[src/rtl/muldiv_unit.sv]
// Iterative RV32M multiply/divide unit: shift-add multiply and restoring divide
// on operand magnitudes, with sign fix-up applied in a final cycle.
module muldiv_unit #(
    parameter int unsigned XLEN = 32
) (
    input  logic            clk,
    input  logic            rst_n,
    input  logic            start,
    input  logic [31:0]     inst,
    input  logic [XLEN-1:0] rs1,
    input  logic [XLEN-1:0] rs2,
    input  logic            flush,
    output logic            is_muldiv,
    output logic            busy,
    output logic            done,
    output logic [XLEN-1:0] result
);

    localparam int unsigned CW = $clog2(XLEN) + 1;

    typedef enum logic [1:0] {StIdle, StRun, StFix, StDone} state_e;

    state_e              state_q, state_d;
    logic [2:0]          op_q, op_d;
    logic [XLEN-1:0]     a_q, a_d;
    logic [XLEN-1:0]     b_q, b_d;
    logic                neg_q, neg_d;
    logic [2*XLEN-1:0]   acc_q, acc_d;
    logic [CW-1:0]       cnt_q, cnt_d;
    logic [XLEN-1:0]     result_q, result_d;

    logic [2:0]          f3;
    logic                sgn1, sgn2, s1, s2;
    logic [XLEN-1:0]     mag1, mag2;
    logic                div_zero, div_ovf, accept;
    logic [XLEN:0]       mul_sum, rem_sh, rem_next;
    logic                q_bit;
    logic [2*XLEN-1:0]   prod;
    logic [XLEN-1:0]     quo, rem, fix_res;
    logic                unused_inst;

    assign f3          = inst[14:12];
    assign is_muldiv   = (inst[6:0] == 7'b0110011) && (inst[31:25] == 7'b0000001);
    assign unused_inst = ^{inst[24:15], inst[11:7]};

    assign busy   = (state_q == StRun) || (state_q == StFix);
    assign done   = (state_q == StDone);
    assign result = result_q;

    // Decode operand signedness, magnitudes and the early-out cases.
    always_comb begin
        sgn1     = (f3 != 3'b011) && (f3 != 3'b101) && (f3 != 3'b111);
        sgn2     = sgn1 && (f3 != 3'b010);
        s1       = sgn1 && rs1[XLEN-1];
        s2       = sgn2 && rs2[XLEN-1];
        mag1     = s1 ? -rs1 : rs1;
        mag2     = s2 ? -rs2 : rs2;
        div_zero = f3[2] && (rs2 == '0);
        div_ovf  = f3[2] && !f3[0] && (rs1 == {1'b1, {(XLEN-1){1'b0}}}) && (rs2 == '1);
        accept   = start && is_muldiv && ((state_q == StIdle) || (state_q == StDone));
    end

    // One iteration of each datapath plus the sign fix-up/select for FIX.
    always_comb begin
        // Multiply: add multiplicand into the high half, shift the pair right.
        mul_sum  = {1'b0, acc_q[2*XLEN-1:XLEN]} + (a_q[0] ? {1'b0, b_q} : '0);
        // Divide: shift the next dividend bit into the partial remainder.
        rem_sh   = {acc_q[2*XLEN-1:XLEN], a_q[XLEN-1]};
        q_bit    = (rem_sh >= {1'b0, b_q});
        rem_next = q_bit ? (rem_sh - {1'b0, b_q}) : rem_sh;
        prod     = neg_q ? -acc_q : acc_q;
        quo      = neg_q ? -acc_q[XLEN-1:0] : acc_q[XLEN-1:0];
        rem      = neg_q ? -acc_q[2*XLEN-1:XLEN] : acc_q[2*XLEN-1:XLEN];
        case (op_q)
            3'b000:                 fix_res = prod[XLEN-1:0];
            3'b001, 3'b010, 3'b011: fix_res = prod[2*XLEN-1:XLEN];
            3'b100, 3'b101:         fix_res = quo;
            default:                fix_res = rem;
        endcase
    end

    // Next-state logic; flush overrides everything, including a same-cycle start.
    always_comb begin
        state_d  = state_q;
        op_d     = op_q;
        a_d      = a_q;
        b_d      = b_q;
        neg_d    = neg_q;
        acc_d    = acc_q;
        cnt_d    = cnt_q;
        result_d = result_q;
        if (flush) begin
            state_d = StIdle;
        end else begin
            case (state_q)
                StIdle, StDone: begin
                    state_d = StIdle;
                    if (accept) begin
                        op_d  = f3;
                        a_d   = mag1;
                        b_d   = mag2;
                        // Remainder takes the dividend's sign; everything else the XOR.
                        neg_d = (f3[2] && f3[1]) ? s1 : (s1 ^ s2);
                        acc_d = '0;
                        cnt_d = '0;
                        if (div_zero) begin
                            result_d = f3[1] ? rs1 : '1;
                            state_d  = StDone;
                        end else if (div_ovf) begin
                            result_d = f3[1] ? '0 : rs1;
                            state_d  = StDone;
                        end else begin
                            state_d = StRun;
                        end
                    end
                end
                StRun: begin
                    cnt_d = cnt_q + 1'b1;
                    if (op_q[2]) begin
                        acc_d = {rem_next[XLEN-1:0], acc_q[XLEN-2:0], q_bit};
                        a_d   = a_q << 1;
                    end else begin
                        acc_d = {mul_sum, acc_q[XLEN-1:1]};
                        a_d   = a_q >> 1;
                    end
                    if (cnt_q == CW'(XLEN - 1)) begin
                        state_d = StFix;
                    end
                end
                StFix: begin
                    result_d = fix_res;
                    state_d  = StDone;
                end
                default: state_d = StIdle;
            endcase
        end
    end

    // State and datapath registers.
    always_ff @(posedge clk or negedge rst_n) begin
        if (!rst_n) begin
            state_q  <= StIdle;
            op_q     <= '0;
            a_q      <= '0;
            b_q      <= '0;
            neg_q    <= 1'b0;
            acc_q    <= '0;
            cnt_q    <= '0;
            result_q <= '0;
        end else begin
            state_q  <= state_d;
            op_q     <= op_d;
            a_q      <= a_d;
            b_q      <= b_d;
            neg_q    <= neg_d;
            acc_q    <= acc_d;
            cnt_q    <= cnt_d;
            result_q <= result_d;
        end
    end

endmodule
[config.mk]
export PLATFORM = sky130hd
export DESIGN_NAME = muldiv_unit
export DESIGN_NICKNAME = d
export VERILOG_FILES = /design/src/rtl/muldiv_unit.sv
export SDC_FILE = /design/constraint.sdc
export NUM_CORES = 1
export LEC_CHECK = 0
export BUFFER_PORTS_ARGS = -buffer_cell sky130_fd_sc_hd__buf_2
export CAP_MARGIN = 20
export CORE_AREA = 4 4 216 176
export DETAILED_ROUTE_END_ITERATION = 7
export DIE_AREA = 0 0 220 180
export GPL_TIMING_DRIVEN = 0
export HOLD_SLACK_MARGIN = 0.05
export PLACE_DENSITY = 0.69
export SLEW_MARGIN = 10
export SYNTH_ARGS = -nofsm -noshare
export SYNTH_HDL_FRONTEND = slang
export SYNTH_SLANG_ARGS = --single-unit
[constraint.sdc]
create_clock -name clk -period 9.49 [get_ports clk]
set_input_delay 1.4235 -clock clk [delete_from_list [all_inputs] [get_ports clk]]
set_output_delay 1.4235 -clock clk [all_outputs]
set_load 0.02 [all_outputs]
Word level (Yosys, flattened, before mapping):

Index checks and enable logic that the tools add are counted.
W data, S select, Z words.

* add/subtract/negate cells: 8
* magnitude comparators: 1
* equal/unequal tests: 20
* muxes and demuxes: 29
* bitwise logic cells: 2
* reduce and logical (&&, ||, !) cells: 27

Operators with widths (count)
* $mux W32: 13
* $mux W64: 3
* $neg A32 Y32: 4
* $pmux W32 S2: 2
* $pmux W64 S2: 1
* $pmux W32 S3: 1
* $eq A32 B32 Y1 const B: 2
* $neg A64 Y64: 1
* $add A32 B32 Y33: 1
* $ge A33 B32 Y1: 1
* $logic_not A32 Y1: 1
* $sub A32 B32 Y32: 1
* $logic_and A1 B1 Y1: 13
* $pmux W6 S2: 1
* $mux W2: 5
* $ne A3 B2 Y1 const B: 3
* $ne A3 B3 Y1 const B: 3
* $eq A7 B1 Y1 const B: 1
* $eq A7 B6 Y1 const B: 1
* $add A6 B1 Y6 const B: 1
* $eq A3 B2 Y1 const B: 2
* $eq A3 B3 Y1 const B: 2
* $eq A6 B5 Y1 const B: 1
* $mux W6: 1
* 17 further kinds: 22

* register bits: 172
* bits of input ports: 100
* logic and storage cells: 95

Depth between registers and ports, before layout:

* depth after elaboration: 9
* gate-level depth with buffers: 15
* gate-level depth less buffers: 14

Worst setup path before layout:

Ideal clock, no wire load.

* kind: input-to-reg
* from: input inst[3]
* to: register acc_q[10]
* arrival: 4.431 ns
* required time: 9.373 ns
* setup slack: 4.942 ns
* cell stages on the path: 11
* path buffers: 3
* path through: or4b_2 > nor4_1 > nand2_1 > a21oi_1 > nand2_1 > and2_1 > clkbuf_1 > clkbuf_1 > clkbuf_1 > nand2_1 > nand2_1

* cells in the longest elaborated chain, start to end: 6

Ends and longest elaborated chain
* start, declared: line 9 `input logic [31:0] inst,`
* $eq A7 B6 Y1: line 43 `assign is_muldiv = (inst[6:0] == 7'b0110011) && (inst[31:25] == 7'b0000001);`
* $logic_and A1 B1 Y1: line 43
* named net is_muldiv: line 13 `output logic is_muldiv,`
* $logic_and A1 B1 Y1 (2 in series): line 60 `accept = start && is_muldiv && ((state_q == StIdle) || (state_q == StDone));`
* $ne A2 B2 Y1 (no line)
* $reduce_and A3 Y1 (no line)
* end signal, assigned: line 147 `acc_q <= '0;`
* end signal, assigned: line 156 `acc_q <= acc_d;`
* end, declared: line 28 `logic [2*XLEN-1:0] acc_q, acc_d;`

The timed path passes the listed nets, and every way through them passes these cells.
A chain may end at the register's enable or synchronous reset.

Worst setup path after layout:

* from: register acc_q[32]
* to: register acc_q[60]

* cells in the longest elaborated chain, start to end: 4

Ends and longest elaborated chain
* $sub A32 B32 Y32 / $ge A33 B32 Y1 (equally long branches): line 70, 69
* $mux W32: line 70 `rem_next = q_bit ? (rem_sh - {1'b0, b_q}) : rem_sh;`
* $mux W64 (*): line 119 `if (op_q[2]) begin`
* $pmux W64 S2 (*): line 95 `case (state_q)`

Every way passes the cells marked *; elsewhere a longest branch is shown, timed or not.

==> results.md <==
* Endpoint, Worst Hold: result[18]
* Achievable Freq at ~210 MHz
* Synth Area per Inst at between 7 and 8 um2
* Synthesized Nets at ~2300
* Fillers at between 3000 and 4000
* RSZ-0062 raised after global routing: false
* Crit. End Element: flip-flop
* Nets at 2400
* Pwr Total at between 1.5 and 2 mW
* Peak supply drop at between 0.1 and 0.15 mV
* Post-synth EDFFs at 0
* Layout Skew at roughly 0.018 ns
* Inst Count DP at between 2000 and 3000
* Largest net degree at the start of global routing at 90
* Routed Wire Length at approximately 64000 um
* H-tree depth at 4
* Ys Warns at 0
* Worst hold path depth at 2
* Worst R2R End: acc_q[60]
* Total CTS buffers at 17
* FP Rows at 62
* Area leader, netlist: dfrtp_1
* Flops & latches, synth at ~170
* Clock insertion delay at the later pin of the skew report at 0.48 ns
* Hold path start: result[18]
* CP arrival at roughly 5.1 ns
* CTS sink count at 172
* Post-cts resize count at 0
* CTS tree: yes
* Pre-antenna DRT Iters at 7
* Path depth of the worst reg2reg path at 12
* Reg2Reg Setup Slack at approximately 4.7 ns
* Sequential share of the synthesized area at 0.269
* CP Launch Point: acc_q[32]
* Critical path class: reg2reg
* Die width at 220 um
* Vias at between 15000 and 20000
* Initial antenna violation count at 1
* GP Congestion at 1.02
* Pwr per Cell Area at around 100 nW/um2
* 1st-iter DRT viols at about 2100
* Reg-to-Reg Start: acc_q[32]
* Endpoints failing setup at 0
* Worst Path Required at approximately 9.8 ns
* Syn Inst Count at between 2000 and 2500
* Synth-to-layout area growth at 11.4%
* Setup bufs post-CTS at 0
* GRT Total Usage at 0.319
* Max_slew headroom at 0.246
* Commonest non-fill, non-tap cell in the layout: nand2_1
* Pre-CTS setup slack at around 4.3 ns
* Minimum clock period after layout at about 4.8 ns
* Hold Slack at approximately 0.48 ns
* Core area at 35700 um2
* Worst Tran Pin Value at 1.12 ns
* Setup_tns at 0 ns
* Clk slew on worst S/H paths at around 0.080 ns
* Post-route ant nets at 0
* GRT Residual Overflow at 0
* Routed WL per cell at between 20 and 25 um
* Fin. max-slew vios at 0
* Antenna diodes at 0
* CP max FO at 10
* Non-filler cells, final at about 2700
* Static leakage at slightly above 8 nW
* Ys flop type: dfrtp_1
* Hold crit path type: reg2reg
* Top Ports at 135
* Layout cells sized above 1 at 0.105
* Yosys top cell area share at 0.269
* DR vias/cell at 6.22
* CTS Buffer Depth at 2
* Top post-synthesis cells by area: dfrtp_1 (27%), nand2_1 (6.7%), o21ai_0 (6.5%)
* Initial core utilization at 0.449
* Outcome: finished, final reports clean
* Hold-fix buffers at CTS at 0
* Most frequent cells in the layout: nand2_1 (286), o21ai_0 (208), dfrtp_1 (172), nor2_1 (152), a21oi_1 (134)
* Synthesized cell area at 16000 um2
* Max_cap viols at 0
* Drc violations at 0
* Final Hold Violating Endpoints at 0
* Cell variety after synth at 77
* Die Span Y at roughly 180 um
* # port buffers at about 120
* Vias in the first global route at about 16000
* CTS Root Cell: clkbuf_16
* Setup ws final at 4.73 ns
* Startpoint Class: flip-flop
* First-pass GRT wire length at between 90000 and 100000 um
* Tcrit/Tclk final at 0.502
* DIE AREA at ~40000 um2
* Async SR Flop Fraction at 1.00
* Dpl hpwl at roughly 50000 um
-- worst max path at each step --
stage	end	slack [ns]	depth (start not counted)
5_1_grt	acc_q[27]	4.58	12
3_3_place_gp	a_q[22]	4.04	1
2_1_floorplan	acc_q[10]	4.94	11
3_5_place_dp	result[26]	4.29	15
6_report	acc_q[60]	4.73	12
4_1_cts	result[26]	4.79	15
-- cell type report --
type                    instances  area [um2]  area share
flip-flops and latches        172        4300       0.241
multi-input cells            1708       10900       0.612
inverters                      66         248      0.0139
well taps                     480         601      0.0337
clock buffers                  18         429      0.0240
clock inverters                14         145     0.00813
repair buffers                122         648      0.0363
plain buffers                 138         558      0.0313
-- flip-flops by register name (all words and copies together) (netlist names) --
register,cells
a_q,32
result,32
op_q,3
b_q,32
neg_q,1
cnt_q,6
state_q,2
acc_q,64
-- where the power goes --
part	internal (mW)	switching (mW)	total (mW)	leakage (nW)
clock	0.350	0.361	0.711	0.281
combinational	0.111	0.196	0.307	5.71
sequential	0.745	0.0152	0.760	2.29
-- through the flow --
| step | area (um2) | utilization |
|---|---|---|
| 6_report | 17800 | 0.500 |
| 4_1_cts | 17800 | 0.500 |
| 5_1_grt | 17800 | 0.500 |
| 3_5_place_dp | 17300 | 0.484 |
| 3_3_place_gp | 17200 | 0.483 |
| 2_1_floorplan | 16000 | - |
-- synth_stat cells (18+ instances only) --
master	n
nand3_1	87
xor2_1	91
nor3_1	26
nand4_1	20
o21ai_0	208
o221ai_1	23
inv_1	64
o22ai_1	18
nor4_1	24
and2_1	41
o31ai_1	28
a211oi_1	20
clkbuf_1	119
maj3_1	24
ha_1	73
mux2_2	43
a21o_1	41
mux2i_1	49
a21oi_1	134
xnor2_1	86
nand2_1	286
or3_1	19
dfrtp_1	172
nor2_1	152
-- cells by family after synthesis --
kind of cell / count (synthesis) / synth area share
AO/OA/AOI/OAI: 609 / 0.236
XOR/XNOR: 177 / 0.0967
adder cells (fa/ha/maj): 99 / 0.0745
buffers and inverters: 204 / 0.0503
flip-flops: 172 / 0.269
multiplexers: 92 / 0.0608
AND/OR/NAND/NOR: 731 / 0.213
-- routing by layer --
layer  wire (um)  GRT usage  vias to the layer above
li1            -          -                     7777
met1       28200      0.460                     8062
met2       25900      0.441                      947
met3        8340      0.128                      116
met4        1540     0.0768                        2
met5         110     0.0210                        -
-- critical path, cell delays in order (launching register included) --
cell	delay (ns)
dfrtp_1	0.58
ha_1	0.40
nor2b_1	0.17
o31a_1	0.21
nor3_1	0.06
o31ai_1	0.89
a41o_1	0.42
a31o_2	0.19
clkbuf_1	0.51
clkbuf_1	0.53
o311ai_0	0.36
o311ai_0	0.19
o21ai_0	0.12
(Power assumes the default switching activity.)
